===== config.mk =====
export PLATFORM = sky130hd
export DESIGN_NAME = uart_rx_flat
export DESIGN_NICKNAME = d
export VERILOG_FILES = /design/src/rtl/uart_rx_if.sv /design/src/rtl/uart_rx.sv /design/src/flat_wrapper.sv
export SDC_FILE = /design/constraint.sdc
export NUM_CORES = 1
export LEC_CHECK = 0
export ABC_CLOCK_PERIOD_IN_PS = 7910
export CELL_PAD_IN_SITES_DETAIL_PLACEMENT = 2
export CELL_PAD_IN_SITES_GLOBAL_PLACEMENT = 2
export CORE_UTILIZATION = 38
export CTS_BUF_LIST = sky130_fd_sc_hd__clkbuf_4 sky130_fd_sc_hd__clkbuf_8
export DETAILED_ROUTE_END_ITERATION = 12
export PLACE_DENSITY_LB_ADDON = 0.1
export SYNTH_ARGS = -nofsm -noshare
export SYNTH_HDL_FRONTEND = slang
export SYNTH_SLANG_ARGS = --single-unit

===== constraint.sdc =====
create_clock -name clk -period 7.91 [get_ports clk]
set_input_delay 1.9775 -clock clk [delete_from_list [all_inputs] [get_ports clk]]
set_output_delay 1.9775 -clock clk [all_outputs]
set_load 0.03 [all_outputs]

===== src/rtl/uart_rx_if.sv =====
// Serial-line and RX-FIFO-side signals of the UART receiver.
// The receiver is the master (it drives the FIFO write side); the environment is the slave.
interface uart_rx_if;
   logic        rx;
   logic [15:0] baud_divisor;
   logic [1:0]  i_parity_type;
   logic        i_fifo_full;
   logic [7:0]  rx_data;
   logic        o_fifo_wr_en;
   logic        o_parity_err;
   logic        o_frame_err;
   logic        o_overrun;
   logic        o_busy;

   modport master (
      input  rx, baud_divisor, i_parity_type, i_fifo_full,
      output rx_data, o_fifo_wr_en, o_parity_err, o_frame_err, o_overrun, o_busy
   );

   modport slave (
      output rx, baud_divisor, i_parity_type, i_fifo_full,
      input  rx_data, o_fifo_wr_en, o_parity_err, o_frame_err, o_overrun, o_busy
   );
endinterface


===== src/rtl/uart_rx.sv =====
// UART receiver: synchronises rx, samples each bit mid-period with a runtime baud
// divisor, checks parity/stop, and pushes completed bytes into the RX FIFO.
module uart_rx #(
   parameter int unsigned CLK_FREQ = 50000000
) (
   input logic     clk,
   input logic     rst_n,
   uart_rx_if.master bus
);

   if (CLK_FREQ == 0) begin : gBadClkFreq
      $error("uart_rx: CLK_FREQ must be nonzero");
   end

   typedef enum logic [2:0] {
      IDLE,
      START,
      DATA,
      PARITY,
      STOP,
      BREAK_WAIT
   } state_e;

   state_e      state_q, state_d;
   logic        rxMeta_q, rxSync_q;
   logic [15:0] clkCnt_q, clkCnt_d;
   logic [2:0]  bitCnt_q, bitCnt_d;
   logic [7:0]  shift_q, shift_d;
   logic        parErr_q, parErr_d;
   logic [7:0]  rxData_q, rxData_d;
   logic        wrEn_q, wrEn_d;
   logic        parityPulse_q, parityPulse_d;
   logic        framePulse_q, framePulse_d;
   logic        overrun_q, overrun_d;

   logic [15:0] halfCnt, fullCnt;
   logic        tick;
   logic        expParity;

   // START uses the half-bit count so every later sample lands mid-bit.
   assign halfCnt = (bus.baud_divisor >> 1) - 16'd1;
   assign fullCnt = bus.baud_divisor - 16'd1;
   assign tick    = (clkCnt_q == ((state_q == START) ? halfCnt : fullCnt));

   always_comb begin
      case (bus.i_parity_type)
         2'b01:   expParity = ^shift_q;
         2'b11:   expParity = ~^shift_q;
         2'b10:   expParity = 1'b1;
         default: expParity = rxSync_q;
      endcase
   end

   always_ff @(posedge clk) begin
      if (!rst_n) begin
         rxMeta_q      <= 1'b1;
         rxSync_q      <= 1'b1;
         state_q       <= IDLE;
         clkCnt_q      <= '0;
         bitCnt_q      <= '0;
         shift_q       <= '0;
         parErr_q      <= 1'b0;
         rxData_q      <= '0;
         wrEn_q        <= 1'b0;
         parityPulse_q <= 1'b0;
         framePulse_q  <= 1'b0;
         overrun_q     <= 1'b0;
      end else begin
         rxMeta_q      <= bus.rx;
         rxSync_q      <= rxMeta_q;
         state_q       <= state_d;
         clkCnt_q      <= clkCnt_d;
         bitCnt_q      <= bitCnt_d;
         shift_q       <= shift_d;
         parErr_q      <= parErr_d;
         rxData_q      <= rxData_d;
         wrEn_q        <= wrEn_d;
         parityPulse_q <= parityPulse_d;
         framePulse_q  <= framePulse_d;
         overrun_q     <= overrun_d;
      end
   end

   always_comb begin
      state_d       = state_q;
      bitCnt_d      = bitCnt_q;
      shift_d       = shift_q;
      parErr_d      = parErr_q;
      rxData_d      = rxData_q;
      wrEn_d        = 1'b0;
      parityPulse_d = 1'b0;
      framePulse_d  = 1'b0;
      overrun_d     = 1'b0;

      case (state_q)
         IDLE: begin
            if (!rxSync_q) state_d = START;
         end
         START: begin
            if (tick) begin
               if (rxSync_q) begin
                  state_d = IDLE;
               end else begin
                  state_d  = DATA;
                  bitCnt_d = 3'd0;
                  parErr_d = 1'b0;
               end
            end
         end
         DATA: begin
            if (tick) begin
               shift_d  = {rxSync_q, shift_q[7:1]};
               bitCnt_d = bitCnt_q + 3'd1;
               if (bitCnt_q == 3'd7) begin
                  state_d = (bus.i_parity_type != 2'b00) ? PARITY : STOP;
               end
            end
         end
         PARITY: begin
            if (tick) begin
               parErr_d = (rxSync_q != expParity);
               state_d  = STOP;
            end
         end
         STOP: begin
            if (tick) begin
               if (rxSync_q) begin
                  state_d       = IDLE;
                  parityPulse_d = parErr_q;
                  if (bus.i_fifo_full) begin
                     overrun_d = 1'b1;
                  end else begin
                     wrEn_d   = 1'b1;
                     rxData_d = shift_q;
                  end
               end else begin
                  framePulse_d = 1'b1;
                  state_d      = BREAK_WAIT;
               end
            end
         end
         BREAK_WAIT: begin
            if (rxSync_q) state_d = IDLE;
         end
         default: state_d = IDLE;
      endcase

      // Restart the bit timer on every state entry and after each sample point.
      clkCnt_d = ((state_d != state_q) || tick) ? 16'd0 : clkCnt_q + 16'd1;
   end

   assign bus.rx_data      = rxData_q;
   assign bus.o_fifo_wr_en = wrEn_q;
   assign bus.o_parity_err = parityPulse_q;
   assign bus.o_frame_err  = framePulse_q;
   assign bus.o_overrun    = overrun_q;
   assign bus.o_busy       = (state_q != IDLE);

endmodule


===== src/flat_wrapper.sv =====
// flat-port wrapper written by rule: the top's interface ports become plain ports
module uart_rx_flat 
#(
   parameter int unsigned CLK_FREQ = 50000000
)
  (clk, rst_n, bus_rx, bus_baud_divisor, bus_i_parity_type, bus_i_fifo_full, bus_rx_data, bus_o_fifo_wr_en, bus_o_parity_err, bus_o_frame_err, bus_o_overrun, bus_o_busy);
  uart_rx_if bus_i ();
  input logic clk;
  input logic rst_n;
  input wire logic [$bits(bus_i.rx)-1:0] bus_rx;
  input wire logic [$bits(bus_i.baud_divisor)-1:0] bus_baud_divisor;
  input wire logic [$bits(bus_i.i_parity_type)-1:0] bus_i_parity_type;
  input wire logic [$bits(bus_i.i_fifo_full)-1:0] bus_i_fifo_full;
  output wire logic [$bits(bus_i.rx_data)-1:0] bus_rx_data;
  output wire logic [$bits(bus_i.o_fifo_wr_en)-1:0] bus_o_fifo_wr_en;
  output wire logic [$bits(bus_i.o_parity_err)-1:0] bus_o_parity_err;
  output wire logic [$bits(bus_i.o_frame_err)-1:0] bus_o_frame_err;
  output wire logic [$bits(bus_i.o_overrun)-1:0] bus_o_overrun;
  output wire logic [$bits(bus_i.o_busy)-1:0] bus_o_busy;
  assign bus_i.rx = bus_rx;
  assign bus_i.baud_divisor = bus_baud_divisor;
  assign bus_i.i_parity_type = bus_i_parity_type;
  assign bus_i.i_fifo_full = bus_i_fifo_full;
  assign bus_rx_data = bus_i.rx_data;
  assign bus_o_fifo_wr_en = bus_i.o_fifo_wr_en;
  assign bus_o_parity_err = bus_i.o_parity_err;
  assign bus_o_frame_err = bus_i.o_frame_err;
  assign bus_o_overrun = bus_i.o_overrun;
  assign bus_o_busy = bus_i.o_busy;
  uart_rx #(.CLK_FREQ(CLK_FREQ)) u_core (.clk(clk), .rst_n(rst_n), .bus(bus_i));
endmodule

Word-level counts from Yosys, hierarchy flattened
Index checks and enable logic that the tools add are counted.
{ "classes": {"n_mux": 24, "n_addsub": 4, "reduce_logical": 15, "n_bitwise": 2, "n_eq_ne": 16} }
{ "op_table": {"columns": ["operator", "count"], "rows": [
  ["two-way mux 3 bit", 12],
  ["case mux 3 bit (6 select lines)", 1],
  ["adder 16 x 1 -> 16 bit (second input constant)", 1],
  ["== test 16 bit", 1],
  ["two-way mux 16 bit", 1],
  ["subtractor 15 x 1 -> 16 bit (second input constant)", 1],
  ["subtractor 16 x 1 -> 16 bit (second input constant)", 1],
  ["AND reduction 4 bit", 3],
  ["== test 3 bit (second input constant)", 3],
  ["XNOR reduction 8 bit", 1],
  ["parity 8 bit", 1],
  ["== test 3 x 2 -> 1 bit (second input constant)", 2],
  ["two-way mux 1 bit", 6],
  ["!= test 2 x 1 -> 1 bit (second input constant)", 3],
  ["case mux 3 bit (2 select lines)", 1],
  ["AND reduction 3 bit", 2],
  ["nonzero test 2 bit", 3],
  ["== test 2 bit (second input constant)", 2],
  ["adder 3 x 1 -> 3 bit (second input constant)", 1],
  ["== test 3 x 1 -> 1 bit (second input constant)", 1],
  ["logical NOT 3 bit", 1],
  ["!= test 3 bit", 1],
  ["case mux 1 bit (3 select lines)", 1],
  ["nonzero test 3 bit", 1],
  ["other kinds (9)", 10]
]} }
{ "totals": {"wordCells": 73, "ff_bits": 45, "output_inout_bits": 13, "in_bits": 22} }

Depth between registers and ports, before layout
{ "depth": {"ltp_word": 8, "mapped_depth": 17, "ltp_nobuf": 12} }

Least setup slack after synthesis
No wires, ideal clock.
{ "synth_path": {"path_type": "input-to-reg", "start": "input port bus_baud_divisor[2]", "end": "register u_core.parErr_q", "path_buffers": 2, "path_stages": 13, "arrival_time_ns": 5.329, "setup_slack_ns": 2.511, "required_time_ns": 7.840, "setup_ns": 0.070, "cell_sequence": "clkbuf_1 mux2i_1 ha_1 or4b_1 a2111o_1 or2_1 o31ai_1 o21a_1 nand2_1 or4_1 buf_2 or4_1 a21boi_1"} }
{ "synth_via": {"elab_chain_cells": 5, "elab_cells_between_ends": 7} }
{ "synth_lines": {"columns": ["element", "line_no", "rtl"], "rows": [
  ["from (decl)", "flat_wrapper.sv:11", "input wire logic [$bits(bus_i.baud_divisor)-1:0] bus_baud_divisor;"],
  ["subtractor 16 x 1 -> 16 bit or subtractor 15 x 1 -> 16 bit (tied branches)", "uart_rx.sv:42, uart_rx.sv:41", null],
  ["two-way mux 16 bit *", "uart_rx.sv:43", "assign tick = (clkCnt_q == ((state_q == START) ? halfCnt : fullCnt));"],
  ["== test 16 bit *", "uart_rx.sv:43", null],
  ["!= test 2 x 1 -> 1 bit (no source line)", null, null],
  ["AND reduction 3 bit (no source line) *", null, null],
  ["to (signal assigned)", "uart_rx.sv:75", "parErr_q <= parErr_d;"],
  ["to (decl)", "uart_rx.sv:29", "logic parErr_q, parErr_d;"]
]} }
Every way passes the cells marked *; elsewhere a longest branch is shown, timed or not.
A chain may end at the register's enable or synchronous reset.

Final worst setup path
{ "layout_path": {"start": "input port bus_baud_divisor[0]", "end": "register u_core.clkCnt_q[15]"} }
{ "layout_via": {"elab_chain_cells": 8, "elab_cells_between_ends": 11} }
{ "layout_lines": {"columns": ["element", "line_no", "rtl"], "rows": [
  ["subtractor 16 x 1 -> 16 bit *", "uart_rx.sv:42", "assign fullCnt = bus.baud_divisor - 16'd1;"],
  ["two-way mux 16 bit *", "uart_rx.sv:43", null],
  ["== test 16 bit *", "uart_rx.sv:43", null],
  ["two-way mux 3 bit, on equally long branches", null, null],
  ["case mux 3 bit (6 select lines)", "uart_rx.sv:95", "case (state_q)"],
  ["!= test 3 bit", "uart_rx.sv:149", "clkCnt_d = ((state_d != state_q) || tick) ? 16'd0 : clkCnt_q + 16'd1;"],
  ["logical OR 1 bit *", "uart_rx.sv:149", null],
  ["OR reduction 2 bit (no source line) *", null, null],
  ["to (signal assigned)", "uart_rx.sv:72", "clkCnt_q <= clkCnt_d;"],
  ["to (decl)", "uart_rx.sv:26", "logic [15:0] clkCnt_q, clkCnt_d;"]
]} }
Marked as above.

==> impl_metrics.tcl <==
set metrics [dict create \
    initialDrtViolationCount 62 \
    total_leakage_power_nw 1.23 \
    worst_reg_to_reg_cells 13 \
    floorplan.io_pins 35 \
    h-tree-depth 2 \
    dieHeight_um 92.3 \
    initial_core_utilization 0.397 \
    timing.max_cap.violations 0 \
    netlist-cell-type-count 64 \
    yosysWarnings 0 \
    timing.critical_path.depth 12 \
    synth_edf_count 0 \
    cp-startpoint "bus_baud_divisor[0]" \
    gpl.final_weighted_congestion 0.726 \
    crit-reg2reg-capture "u_core.clkCnt_q[15]" \
    grt_overflow 0 \
    antenna_violating_nets_post_route 0 \
    worst_setup_path_start_kind "input port" \
    grt_pass1_wl_mm 14.9 \
    min-delay-path-class "reg2reg" \
    vdd_ir_drop_max_v 0.000103 \
    drt-vias-per-instance 5.73 \
    first_global_vias 2998 \
    critical_path.cell_chain "clkdlybuf4s50_1 -> mux2i_1 -> ha_1 -> or4b_1 -> a2111o_1 -> a2111oi_0 -> a221oi_1 -> o21ai_0 -> o211ai_1 -> or4_1 -> nand3_1 -> nor2_1" \
    detailroute.via_count 2837 \
    pin_count_of_the_biggest_net_entering_global_routing 34 \
    cell_chosen_for_the_clock_root "clkbuf_8" \
    cp_data_required_time_ps 8080 \
    timing.critical_path.to_type "flop" \
    row_count 32 \
    synth_nets 401 \
    most_frequent_standard_cell_in_the_layout_excluding_fill_and_tap_cells "dfxtp_1" \
    area_growth_syn_to_layout_pct 15.0 \
    full_die_area_um2 8520 \
    p_int_uw 334 \
    synth_area_um2 3100 \
    core_area_um2 7810 \
    clock_power_share 0.330 \
    drv_slew 0 \
    setup_viol 0 \
    result_of_the_run "finished, final reports clean" \
    r2r_start "u_core.state_q[0]" \
    clock-sinks 45 \
    critical_path.max_fanout 16 \
    hold_slack_ps 432 \
    port_buffers 34 \
    remaining_drc_errors 0 \
    drt_pre_antenna_iters 4 \
    criticalPathCategory "in2reg" \
    clock_latency_ps 300 \
    critPathCapture "u_core.clkCnt_q[15]" \
    asyncSetResetFlopFracSynth 0 \
    critical_path_arrival_ps 6550 \
    fp.dieW_um 92.3 \
    finalClockSkew_ps 7.10 \
    cp_top_delay_family "simple AND/OR/NAND/NOR gates" \
    setup_total_negative_slack_ps 0 \
    finalNetCount 418 \
    slew_headroom 0.424 \
    synthCells 375 \
    power.density_cell_area_nw_per_um2 129 \
    max_stage_delay_ps 610 \
    layout.cells.most_common_list "dfxtp_1, nor2_1, clkdlybuf4s50_1" \
    fillers 880 \
    p_switching_uw 127 \
    globalRouteTotalUtil 0.221 \
    holdPathStages 1 \
    max-clock-path-buffers 2 \
    cts_hold_repair.buffers 0 \
    post-cts-setup-buffer-count 0 \
    timing.final.hold_violations 0 \
    yosys_register_bits 45 \
    antenna_cells_inserted 0 \
    clk_pin_slew_ps 90 \
    crit_slowest_cell "or4_1" \
    power_frac_seq 0.504 \
    multi_input_area_um2 2050 \
    layout.area.seq_um2 901 \
    unrepaired_setup_endpoints_after_global_routing "no" \
    number_of_cells_upsized_or_downsized_after_cts 0 \
    share_comb_of_total_power 0.166 \
    timing.final.crit_period_ps 6390 \
    yosysSeqAreaShare 0.291 \
    setup.reg_to_reg.worst_slack_ps 2430 \
    worst_pin_slew_ps 864 \
    routed_wl_mm 8.93 \
    layout-drive-gt1-share 0.0509 \
    routed_wire_length_per_instance_um 18.0 \
    tritoncts "built" \
    synth_ff_type "dfxtp_1" \
    syn-mean-instance-area_um2 8.26 \
    switching_share 0.276 \
    timing.final.crit_share 0.807 \
    buf_inv_on_cp 1 \
    fmaxAchievable_mhz 157 \
    post-dp-hpwl_mm 6.80 \
    antenna_found_initial 0 \
    number_of_buffers_created_by_cts 5 \
]
[worst min-delay path by stage]
stage	from	end	slack, ps
2_1_floorplan	u_core.rxMeta_q	u_core.rxSync_q	390
3_3_place_gp	u_core.rxMeta_q	u_core.rxSync_q	400
3_5_place_dp	u_core.rxMeta_q	u_core.rxSync_q	420
4_1_cts	u_core.rxMeta_q	u_core.rxSync_q	440
5_1_grt	u_core.rxMeta_q	u_core.rxSync_q	450
6_report	u_core.rxMeta_q	u_core.rxSync_q	430
[power groups by stage]
stage	Clock (mW)	Sequential, mW	Combinational (mW)
2_1_floorplan	0	0.235	0.0514
3_3_place_gp	0	0.238	0.0742
3_5_place_dp	0	0.238	0.0767
4_1_cts	0.157	0.232	0.0771
5_1_grt	0.164	0.233	0.0841
6_report	0.152	0.232	0.0767
[final cells by class]
class                   count  area share
flip-flops and latches     45       0.253
clock buffers               6      0.0232
clock inverters             2     0.00386
inverters                   6     0.00632
multi-input cells         297       0.576
well taps                 102      0.0358
repair buffers             37       0.102
[cells in the mapped netlist, types with 3 or more instances]
cell | count | share of area
clkbuf_1 | 16 | 0.019
inv_1 | 6 | 0.0073
and3_1 | 7 | 0.014
a21o_1 | 4 | 0.0097
o31ai_1 | 3 | 0.0073
buf_6 | 3 | 0.011
xor2_1 | 15 | 0.042
nor3_1 | 7 | 0.011
nor2_1 | 34 | 0.041
a21oi_1 | 12 | 0.019
nand2b_1 | 6 | 0.012
xnor2_1 | 23 | 0.065
dfxtp_1 | 45 | 0.29
nor4_1 | 7 | 0.014
mux2i_1 | 28 | 0.090
o21a_1 | 4 | 0.0097
nor3b_1 | 8 | 0.019
buf_2 | 5 | 0.0081
or4_1 | 5 | 0.012
or3_1 | 4 | 0.0081
nor4bb_1 | 3 | 0.0097
ha_1 | 4 | 0.016
o21ai_0 | 14 | 0.023
nand3_1 | 17 | 0.027
o211ai_1 | 6 | 0.015
nand2_1 | 23 | 0.028
nor2b_1 | 18 | 0.036
[flip-flops by register name (all words and copies together) (netlist names)]
name / flops
u_core.bitCnt_q: 3
u_core.bus.o_fifo_wr_en: 1
u_core.bus.o_frame_err: 1
u_core.bus.o_overrun: 1
u_core.bus.o_parity_err: 1
u_core.bus.rx_data: 8
u_core.clkCnt_q: 16
u_core.parErr_q: 1
u_core.rxMeta_q: 1
u_core.rxSync_q: 1
u_core.shift_q: 8
u_core.state_q: 3
[layer usage]
metal / track usage / vias to the layer above / wire length (um)
li1: - / 1376 / -
met1: 0.281 / 1409 / 4220
met2: 0.381 / 42 / 4290
met3: 0.0411 / 10 / 314
met4: 0.0560 / 0 / 103
met5: 0 / - / 0
[per-stage QoR]
| step | worst slack, ps | util | total power, mW | area, um2 | std cells |
|---|---|---|---|---|---|
| 6_report | 1520 | 0.457 | 0.461 | 3560 | 495 |
| 5_1_grt | 1200 | 0.457 | 0.481 | 3560 | 495 |
| 4_1_cts | 1540 | 0.457 | 0.466 | 3560 | 495 |
| 3_5_place_dp | 1250 | 0.444 | 0.314 | 3470 | 487 |
| 3_3_place_gp | 1610 | 0.444 | 0.312 | 3470 | 487 |
| 2_1_floorplan | 2510 | - | 0.287 | 3100 | 375 |
[cell families (layout without fill, tap and decap cells)]
kind of cell	after synthesis	after routing	share of synthesized area
flip-flops	45	45	0.291
AND/OR/NAND/NOR	160	160	0.295
buffers and inverters	33	51	0.0505
XOR/XNOR	38	38	0.107
multiplexers	28	28	0.0904
adder cells (fa/ha/maj)	4	4	0.0161
AO/OA/AOI/OAI	67	67	0.150
No activity file was read; power rests on OpenSTA's default activity.
